### config.mk
export PLATFORM = sky130hd
export DESIGN_NAME = csr_access_seq
export DESIGN_NICKNAME = d
export VERILOG_FILES = /design/src/rtl/csr_access_seq.sv
export SDC_FILE = /design/constraint.sdc
export NUM_CORES = 1
export LEC_CHECK = 0
export CAP_MARGIN = 20
export CORE_MARGIN = 10
export CORE_UTILIZATION = 40
export CTS_CLUSTER_SIZE = 25
export DETAILED_ROUTE_END_ITERATION = 8
export MAX_ROUTING_LAYER = met4
export PLACE_DENSITY = 0.77
export SLEW_MARGIN = 20
export SYNTH_ARGS = -nofsm -noshare
export SYNTH_HDL_FRONTEND = slang
export SYNTH_SLANG_ARGS = --single-unit
### constraint.sdc
create_clock -name clock -period 5.5 [get_ports clock]
set_input_delay 0.55 -clock clock [delete_from_list [all_inputs] [get_ports clock]]
set_output_delay 0.55 -clock clock [all_outputs]
set_load 0.05 [all_outputs]
### src/rtl/csr_access_seq.sv
// Initiator for the CSR register file port: sequences Zicsr ops, M-mode trap entry and MRET.
// Optional `CSR_VECTORED_EN enables vectored mtvec dispatch for interrupts.
module csr_access_seq #(
    parameter logic [11:0] MSTATUS_ADDR = 12'h300,
    parameter logic [11:0] MTVEC_ADDR   = 12'h305,
    parameter logic [11:0] MEPC_ADDR    = 12'h341,
    parameter logic [11:0] MCAUSE_ADDR  = 12'h342
) (
    input  logic        clock,
    input  logic        reset,
    input  logic        req_valid,
    output logic        req_ready,
    input  logic [2:0]  req_funct3,
    input  logic [11:0] req_addr,
    input  logic [31:0] req_src,
    input  logic        req_src_zero,
    input  logic        trap_valid,
    input  logic [31:0] trap_cause,
    input  logic [31:0] trap_pc,
    input  logic        mret_valid,
    output logic [11:0] csr_r_addr,
    input  logic [31:0] csr_r_val,
    output logic [11:0] csr_w_addr,
    output logic [31:0] csr_w_val,
    output logic        w_enable,
    output logic        done,
    output logic [31:0] rd_val,
    output logic        illegal,
    output logic        redirect_valid,
    output logic [31:0] redirect_pc
);

    typedef enum logic [3:0] {
        IDLE, CSR_RD, CSR_WR,
        T_EPC, T_CAUSE, T_ST_RD, T_ST_WR, T_VEC,
        M_ST_RD, M_ST_WR, M_EPC
    } state_t;

    localparam logic [1:0] OP_RW = 2'b01;
    localparam logic [1:0] OP_RS = 2'b10;

    state_t      state_q, state_d;
    logic [11:0] addr_q;
    logic [31:0] src_q;
    logic        src_zero_q;
    logic [1:0]  op_q;
    logic [29:0] epc_q;
    logic [31:0] cause_q;
    logic [31:0] old_q, old_d;
    logic        done_q, done_d;
    logic        illegal_q, illegal_d;
    logic        redir_v_q, redir_v_d;
    logic [31:0] rd_val_q, rd_val_d;
    logic [31:0] redir_pc_q, redir_pc_d;
    logic        accept;
    logic [31:0] vec_base;

    // funct3[2] only selects the immediate form, already folded into req_src
    logic unused_funct3;
    assign unused_funct3 = req_funct3[2];

    function automatic logic [31:0] csr_op_result(input logic [1:0] op,
                                                   input logic [31:0] old,
                                                   input logic [31:0] src);
        case (op)
            OP_RW:   csr_op_result = src;
            OP_RS:   csr_op_result = old | src;
            default: csr_op_result = old & ~src;
        endcase
    endfunction

    function automatic logic [31:0] mstatus_trap(input logic [31:0] old);
        mstatus_trap        = old;
        mstatus_trap[7]     = old[3];
        mstatus_trap[3]     = 1'b0;
        mstatus_trap[12:11] = 2'b11;
    endfunction

    function automatic logic [31:0] mstatus_mret(input logic [31:0] old);
        mstatus_mret        = old;
        mstatus_mret[3]     = old[7];
        mstatus_mret[7]     = 1'b1;
        mstatus_mret[12:11] = 2'b11;
    endfunction

    assign accept   = (state_q == IDLE) && (trap_valid || mret_valid || req_valid);
    assign vec_base = {csr_r_val[31:2], 2'b00};

    always_comb begin
        state_d    = state_q;
        req_ready  = 1'b0;
        csr_r_addr = '0;
        csr_w_addr = '0;
        csr_w_val  = '0;
        w_enable   = 1'b0;
        old_d      = old_q;
        done_d     = 1'b0;
        illegal_d  = 1'b0;
        redir_v_d  = 1'b0;
        rd_val_d   = rd_val_q;
        redir_pc_d = redir_pc_q;
        case (state_q)
            IDLE: begin
                req_ready = 1'b1;
                if (trap_valid)      state_d = T_EPC;
                else if (mret_valid) state_d = M_ST_RD;
                else if (req_valid) begin
                    if (req_funct3[1:0] == 2'b00) illegal_d = 1'b1;
                    else                          state_d   = CSR_RD;
                end
            end
            CSR_RD: begin
                csr_r_addr = addr_q;
                old_d      = csr_r_val;
                state_d    = CSR_WR;
            end
            CSR_WR: begin
                // Read port parked on a different address so it never aliases the write
                csr_r_addr = ~addr_q;
                csr_w_addr = addr_q;
                csr_w_val  = csr_op_result(op_q, old_q, src_q);
                w_enable   = !((op_q != OP_RW) && src_zero_q);
                done_d     = 1'b1;
                rd_val_d   = old_q;
                state_d    = IDLE;
            end
            T_EPC: begin
                csr_w_addr = MEPC_ADDR;
                csr_w_val  = {epc_q, 2'b00};
                w_enable   = 1'b1;
                state_d    = T_CAUSE;
            end
            T_CAUSE: begin
                csr_w_addr = MCAUSE_ADDR;
                csr_w_val  = cause_q;
                w_enable   = 1'b1;
                state_d    = T_ST_RD;
            end
            T_ST_RD: begin
                csr_r_addr = MSTATUS_ADDR;
                old_d      = csr_r_val;
                state_d    = T_ST_WR;
            end
            T_ST_WR: begin
                csr_w_addr = MSTATUS_ADDR;
                csr_w_val  = mstatus_trap(old_q);
                w_enable   = 1'b1;
                state_d    = T_VEC;
            end
            T_VEC: begin
                csr_r_addr = MTVEC_ADDR;
`ifdef CSR_VECTORED_EN
                if (csr_r_val[1:0] == 2'b01 && cause_q[31])
                    redir_pc_d = vec_base + {cause_q[29:0], 2'b00};
                else
                    redir_pc_d = vec_base;
`else
                redir_pc_d = vec_base;
`endif
                redir_v_d  = 1'b1;
                state_d    = IDLE;
            end
            M_ST_RD: begin
                csr_r_addr = MSTATUS_ADDR;
                old_d      = csr_r_val;
                state_d    = M_ST_WR;
            end
            M_ST_WR: begin
                csr_w_addr = MSTATUS_ADDR;
                csr_w_val  = mstatus_mret(old_q);
                w_enable   = 1'b1;
                state_d    = M_EPC;
            end
            M_EPC: begin
                csr_r_addr = MEPC_ADDR;
                redir_pc_d = {csr_r_val[31:2], 2'b00};
                redir_v_d  = 1'b1;
                state_d    = IDLE;
            end
            default: state_d = IDLE;
        endcase
    end

    always_ff @(posedge clock or negedge reset) begin
        if (!reset) begin
            state_q    <= IDLE;
            done_q     <= 1'b0;
            illegal_q  <= 1'b0;
            redir_v_q  <= 1'b0;
            rd_val_q   <= '0;
            redir_pc_q <= '0;
        end else begin
            state_q    <= state_d;
            done_q     <= done_d;
            illegal_q  <= illegal_d;
            redir_v_q  <= redir_v_d;
            rd_val_q   <= rd_val_d;
            redir_pc_q <= redir_pc_d;
        end
    end

    // Request fields and the latched old value are pure data; no reset needed
    always_ff @(posedge clock) begin
        old_q <= old_d;
        if (accept) begin
            addr_q     <= req_addr;
            src_q      <= req_src;
            src_zero_q <= req_src_zero;
            op_q       <= req_funct3[1:0];
            epc_q      <= trap_pc[31:2];
            cause_q    <= trap_cause;
        end
    end

    assign done           = done_q;
    assign illegal        = illegal_q;
    assign redirect_valid = redir_v_q;
    assign rd_val         = rd_val_q;
    assign redirect_pc    = redir_pc_q;

endmodule

**After elaboration in Yosys (flattened, before gate mapping)**

Cells that the tools add are included.

- Register bits after elaboration: 210
- Input bits: 149

- Eq/ne operators: 15
- Muxes and demuxes: 18
- Bitwise gates (word level): 4
- Reduce and logical (&&, ||, !) cells: 13

Operator list:

| kind | count |
|---|---|
| case mux 32 bit (5 select lines) | 1 |
| case mux 32 bit (2 select lines) | 1 |
| case mux 12 bit (5 select lines) | 1 |
| case mux 12 bit (4 select lines) | 1 |
| bitwise AND 32 bit | 1 |
| NOT 32 bit | 1 |
| bitwise OR 32 bit | 1 |
| case mux 4 bit (8 select lines) | 1 |
| equality test 4 x 3 -> 1 bit, second input constant | 4 |
| two-way mux 4 bit | 4 |
| equality test 4 bit, second input constant | 3 |
| NOT 12 bit | 1 |
| equality test 4 x 2 -> 1 bit, second input constant | 2 |
| two-way mux 1 bit | 8 |
| != test 4 bit, second input constant | 2 |
| OR reduction 2 bit | 3 |
| equality test 4 x 1 -> 1 bit, second input constant | 1 |
| zero test 4 bit | 1 |
| OR reduction 4 bit | 1 |
| OR reduction 3 bit | 1 |
| equality test 2 x 1 -> 1 bit, second input constant | 1 |
| equality test 2 bit, second input constant | 1 |
| logical AND 1 bit | 2 |
| zero test 2 bit | 1 |
| other kinds (5) | 6 |

**Logic depth before layout (Yosys ltp)**

- Word-level depth: 6
- Gate-level depth with buffers: 8
- Depth with buffers taken out: 6

**Worst setup path before layout**

Ideal clock, no wire load.

- Path kind: flip-flop to flip-flop
- From: reg state_q[0]
- To: reg addr_q[0], enable pin
- Library setup time: 0.488 ns
- Arrival: 5.146 ns
- Data required time: 5.012 ns
- Path slack: -0.134 ns
- Cell stages (with the launch flop): 4
- Buffers on the path: 1
- Period minus slack after synthesis: 5.634 ns
- Cells stage by stage: dfrtp_1 -> buf_2 -> nor4_1 -> o31a_1

- Longest elaborated chain between the ends: 2

Ends and longest elaborated chain:

| item | RTL line | RTL |
|---|---|---|
| start: declaration | 42 | `state_t state_q, state_d;` |
| start signal: assignment | 193 | `state_q <= state_d;` |
| zero test 4 bit | 86 | `assign accept = (state_q == IDLE) && (trap_valid \|\| mret_valid \|\| req_valid);` |
| logical AND 1 bit | 86 |  |
| via accept | 55 | `logic accept;` |
| end signal: assignment | 206 | `addr_q <= req_addr;` |
| end: declaration | 43 | `logic [11:0] addr_q;` |

The timed path passes the listed nets, and every way through them passes these cells.
A chain may end at the register's enable or synchronous reset.

**Worst setup path in the final report**

- From: reg state_q[1]
- To: out csr_w_val[20]

- Longest elaborated chain between the ends: 2
- Elaborated cells between the ends (all ways): 6

Ends and longest elaborated chain:

| item | RTL line | RTL |
|---|---|---|
| equality test 4 bit, or another cell as far along | 102 | `case (state_q)` |
| case mux 32 bit (5 select lines) (*) | 102 |  |
| end: declaration | 24 | `output logic [31:0] csr_w_val,` |

Mark *: on every way between the ends. The rest lies on a longest branch, timed or not.

==> results by group <==
Layout
  • Most common library cell in the layout ignoring fill and taps: sky130_fd_sc_hd__clkdlybuf4s50_1
  • Final instance count without filler cells: 1238
  • Synth-to-layout area growth: 41.4%
  • Layout Nets: 1090
  • Fill cell total of the finished layout: 1771
  • Commonest cells after routing, fill and taps aside: sky130_fd_sc_hd__clkdlybuf4s50_1 (259), sky130_fd_sc_hd__edfxtp_1 (141), sky130_fd_sc_hd__nand2_1 (116), sky130_fd_sc_hd__dfrtp_1 (68), sky130_fd_sc_hd__nor2_1 (64)
  • Post-Layout Inst Area: 12400 sq um
  • Share of final-layout standard cells stronger than drive strength 1: 9.94%

Placement
  • Detail Placement HPWL: 18.3 mm
  • Placed cells: 1193
  • IO buf count: 268
  • Standard cell area after detailed placement: 11700 sq um
  • Last weighted congestion value of the routability-driven placer: 0.803

Clock tree
  • Hold bufs inserted after CTS: 0
  • Clock-pin slew on the worst setup and hold paths: 0.06 ns
  • Deepest clock path buffer count: 3
  • Post-cts repair resize count: 0
  • CTS tree: done
  • Insertion delay to the later sink of the worst-skew pair: 0.51 ns
  • H-tree levels: 1
  • Number of buffers added by the clock tree synthesis step: 23
  • CTS sink count: 210
  • Number of buffers inserted by post-CTS setup repair: 0
  • Clock Root Buffer: sky130_fd_sc_hd__clkbuf_16

Synth
  • Proportion of register bits with asynchronous set or reset after synthesis: 32.9%
  • Post-synthesis cell type count: 48
  • Sequential cell area fraction in the yosys report: 67.8%
  • Synthesized instance count: 681
  • Avg Synthesized Cell Area: 12.9 sq um
  • Most used flip-flop cell after synthesis: sky130_fd_sc_hd__edfxtp_1
  • Flip-flop and latch count after synthesis: 210
  • Number of warnings printed during yosys synthesis: 0
  • Number of flops mapped to enable cells by yosys: 141
  • Netlist Area Pre-Place: 8790 sq um

Timing
  • Max-slew violations: 0
  • Transition time of the tightest slew-check pin: 1.01 ns
  • Achievable frequency: 221 MHz
  • Period minus WS final: 4.52 ns
  • Final setup violating endpoints: 0
  • Max-slew headroom at the worst pin: 32.9%
  • Period Utilization, post-route: 82.2%
  • Final sum of negative setup slack: 0 ns
  • Total count of hold-check failures in the final report: 0
  • RSZ-0062 raised after global routing: no
  • Layout Skew: 0.00641 ns

Power
  • Internal power of the cells: 4.93 mW
  • Power spent charging and discharging nets: 4.29 mW
  • Combinational share of power: 53.1%
  • Power consumption: 9.22 mW
  • Switching power as a share of total power: 46.5%
  • Clock share of power: 16.5%
  • Power per Cell Area: 741 nW/um^2
  • Sequential fraction of design power: 30.4%
  • Max IR drop VDD: 0.370 mV
  • LEAKAGE: 4.85 nW

Routing
  • Number of detailed-routing iterations run before antenna repair: 5
  • Vias: 6586
  • Detail-routed via count per cell: 5.32
  • Count of antenna-violating nets left after detailed routing: 0
  • Drc violations: 0
  • Post-Route WL: 27.6 mm
  • Average wire length per cell after detail routing: 22.3 microns
  • First-iteration detailed-routing DRC count: 532

Global routing
  • Global-route wire length before repair: 41.1 mm
  • Initial antenna violation count: 2
  • GR Util All Layers: 18.9%
  • Grt total ovfl: 0
  • Number of global-route vias before repair: 6827
  • Maximum number of pins on one net before global-route repair: 79

Job
  • Max-capacitance violation count: 0

Status
  • Result of the run: completed

Setup path
  • Highest fanout seen on the critical path: 45
  • Setup crit start kind: register
  • Arrival time reported for the critical path endpoint: 3.97 ns
  • WS Path Type: register to output pin
  • Category of the worst setup path capture point: output pin
  • Critical path data required time: 4.95 ns

Die
  • Number of top-level pins: 274
  • Die outline area: 28300 sq um
  • Placeable core region: 21800 sq um
  • Site Rows: 54
  • Chip Height: 168 microns
  • Initial Utilization: 40.4%
  • Die X: 168 microns

Worst hold path
  • Class of the tightest hold or removal check: input port to async pin
flip-flops by register name, summed over array words and instances, names as in the netlist:
name / count
src_q: 32
epc_q: 30
addr_q: 12
illegal: 1
done: 1
redirect_pc: 30
old_q: 32
src_zero_q: 1
state_q: 4
redirect_valid: 1
op_q: 2
cause_q: 32
rd_val: 32
stage by stage:
| stage | util (%) | setup slack [ns] | hold WS [ns] |
|---|---|---|---|
| 6_report | 57.1 | 0.979 | 0.208 |
| 5_1_grt | 57.1 | 0.779 | 0.270 |
| 4_1_cts | 57.0 | 0.945 | 0.255 |
| 3_5_place_dp | 53.6 | 1.52 | 0.459 |
| 3_3_place_gp | 53.6 | 1.58 | 0.457 |
| 2_1_floorplan | - | 1.10 | 0.254 |
power by group through the flow:
stage                     Sequential, mW  Clock, mW  Combinational, mW
after global routing                2.87       1.62               5.16
after CTS                           2.81       1.55               4.92
after detailed placement            2.83          0               4.90
after floorplan                     3.54          0               2.48
final                               2.80       1.52               4.90
after global placement              2.79          0               4.83
kinds of logic after synthesis:
logic type	Yosys count	share of synthesized area, %
AO/OA/AOI/OAI	168	13.3
multiplexers	30	5.04
adder cells (fa/ha/maj)	2	0.285
AND/OR/NAND/NOR	218	10.6
buffers and inverters	52	2.89
other	1	0.0427
flip-flops	210	67.8
routing by layer:
metal	global-route usage, %	part of all wire [%]	vias to the layer above
li1	-	-	3036
met1	22.7	40	3201
met2	30.6	48	290
met3	4.84	8.1	59
met4	6.51	3.5	0
met5	-	0	-
final timing paths:
path | start | to | slack (ns) | cells after the start
worst max-delay path | state_q[1] | csr_w_val[20] | 0.98 | 5
worst min-delay path | reset | redirect_pc[25] | 0.21 | 1
worst max register to register | state_q[1] | rd_val[7] | 2.60 | 6
worst min register to register | rd_val[2] | rd_val[2] | 0.47 | 2
max in group asynchronous | reset | state_q[3] | 4.58 | 1
min in group clock | rd_val[2] | rd_val[2] | 0.47 | 2
critical path, cell delays in order, from the launching register on:
cell,delay (ns)
sky130_fd_sc_hd__dfrtp_1,0.84
sky130_fd_sc_hd__nor2b_1,0.67
sky130_fd_sc_hd__nand2_2,0.11
sky130_fd_sc_hd__inv_2,0.66
sky130_fd_sc_hd__a221o_1,0.28
sky130_fd_sc_hd__clkdlybuf4s50_1,0.85
layout make-up:
| type | count | area (sq um) | share of cell area, % |
|---|---|---|---|
| Sequential cell | 210 | 5960 | 48.0 |
| Timing Repair Buffer | 278 | 2760 | 22.2 |
| Multi-Input combinational cell | 420 | 2600 | 20.9 |
| Clock buffer | 33 | 633 | 5.09 |
| Tap cell | 280 | 350 | 2.82 |
| Clock inverter | 9 | 100 | 0.805 |
| Inverter | 6 | 22.5 | 0.181 |
| Antenna cell | 2 | 5.00 | 0.0403 |
cell usage after synthesis, types with 4 or more instances:
| master | number | area [sq um] |
|---|---|---|
| sky130_fd_sc_hd__a221o_1 | 28 | 280 |
| sky130_fd_sc_hd__mux2_4 | 28 | 420 |
| sky130_fd_sc_hd__nor3_1 | 4 | 20.0 |
| sky130_fd_sc_hd__buf_2 | 17 | 85.1 |
| sky130_fd_sc_hd__and3_1 | 9 | 56.3 |
| sky130_fd_sc_hd__a21oi_1 | 44 | 220 |
| sky130_fd_sc_hd__inv_1 | 4 | 15.0 |
| sky130_fd_sc_hd__o21ai_1 | 9 | 45.0 |
| sky130_fd_sc_hd__buf_4 | 4 | 30.0 |
| sky130_fd_sc_hd__a211oi_1 | 25 | 188 |
| sky130_fd_sc_hd__nand2_1 | 116 | 435 |
| sky130_fd_sc_hd__nand2b_1 | 6 | 37.5 |
| sky130_fd_sc_hd__clkbuf_1 | 21 | 78.8 |
| sky130_fd_sc_hd__dfrtp_1 | 69 | 1730 |
| sky130_fd_sc_hd__a22oi_1 | 29 | 218 |
| sky130_fd_sc_hd__nor2b_1 | 4 | 25.0 |
| sky130_fd_sc_hd__nor2_1 | 64 | 240 |
| sky130_fd_sc_hd__o21ai_0 | 18 | 90.1 |
| sky130_fd_sc_hd__edfxtp_1 | 141 | 4230 |
(Power assumes the default switching activity.)
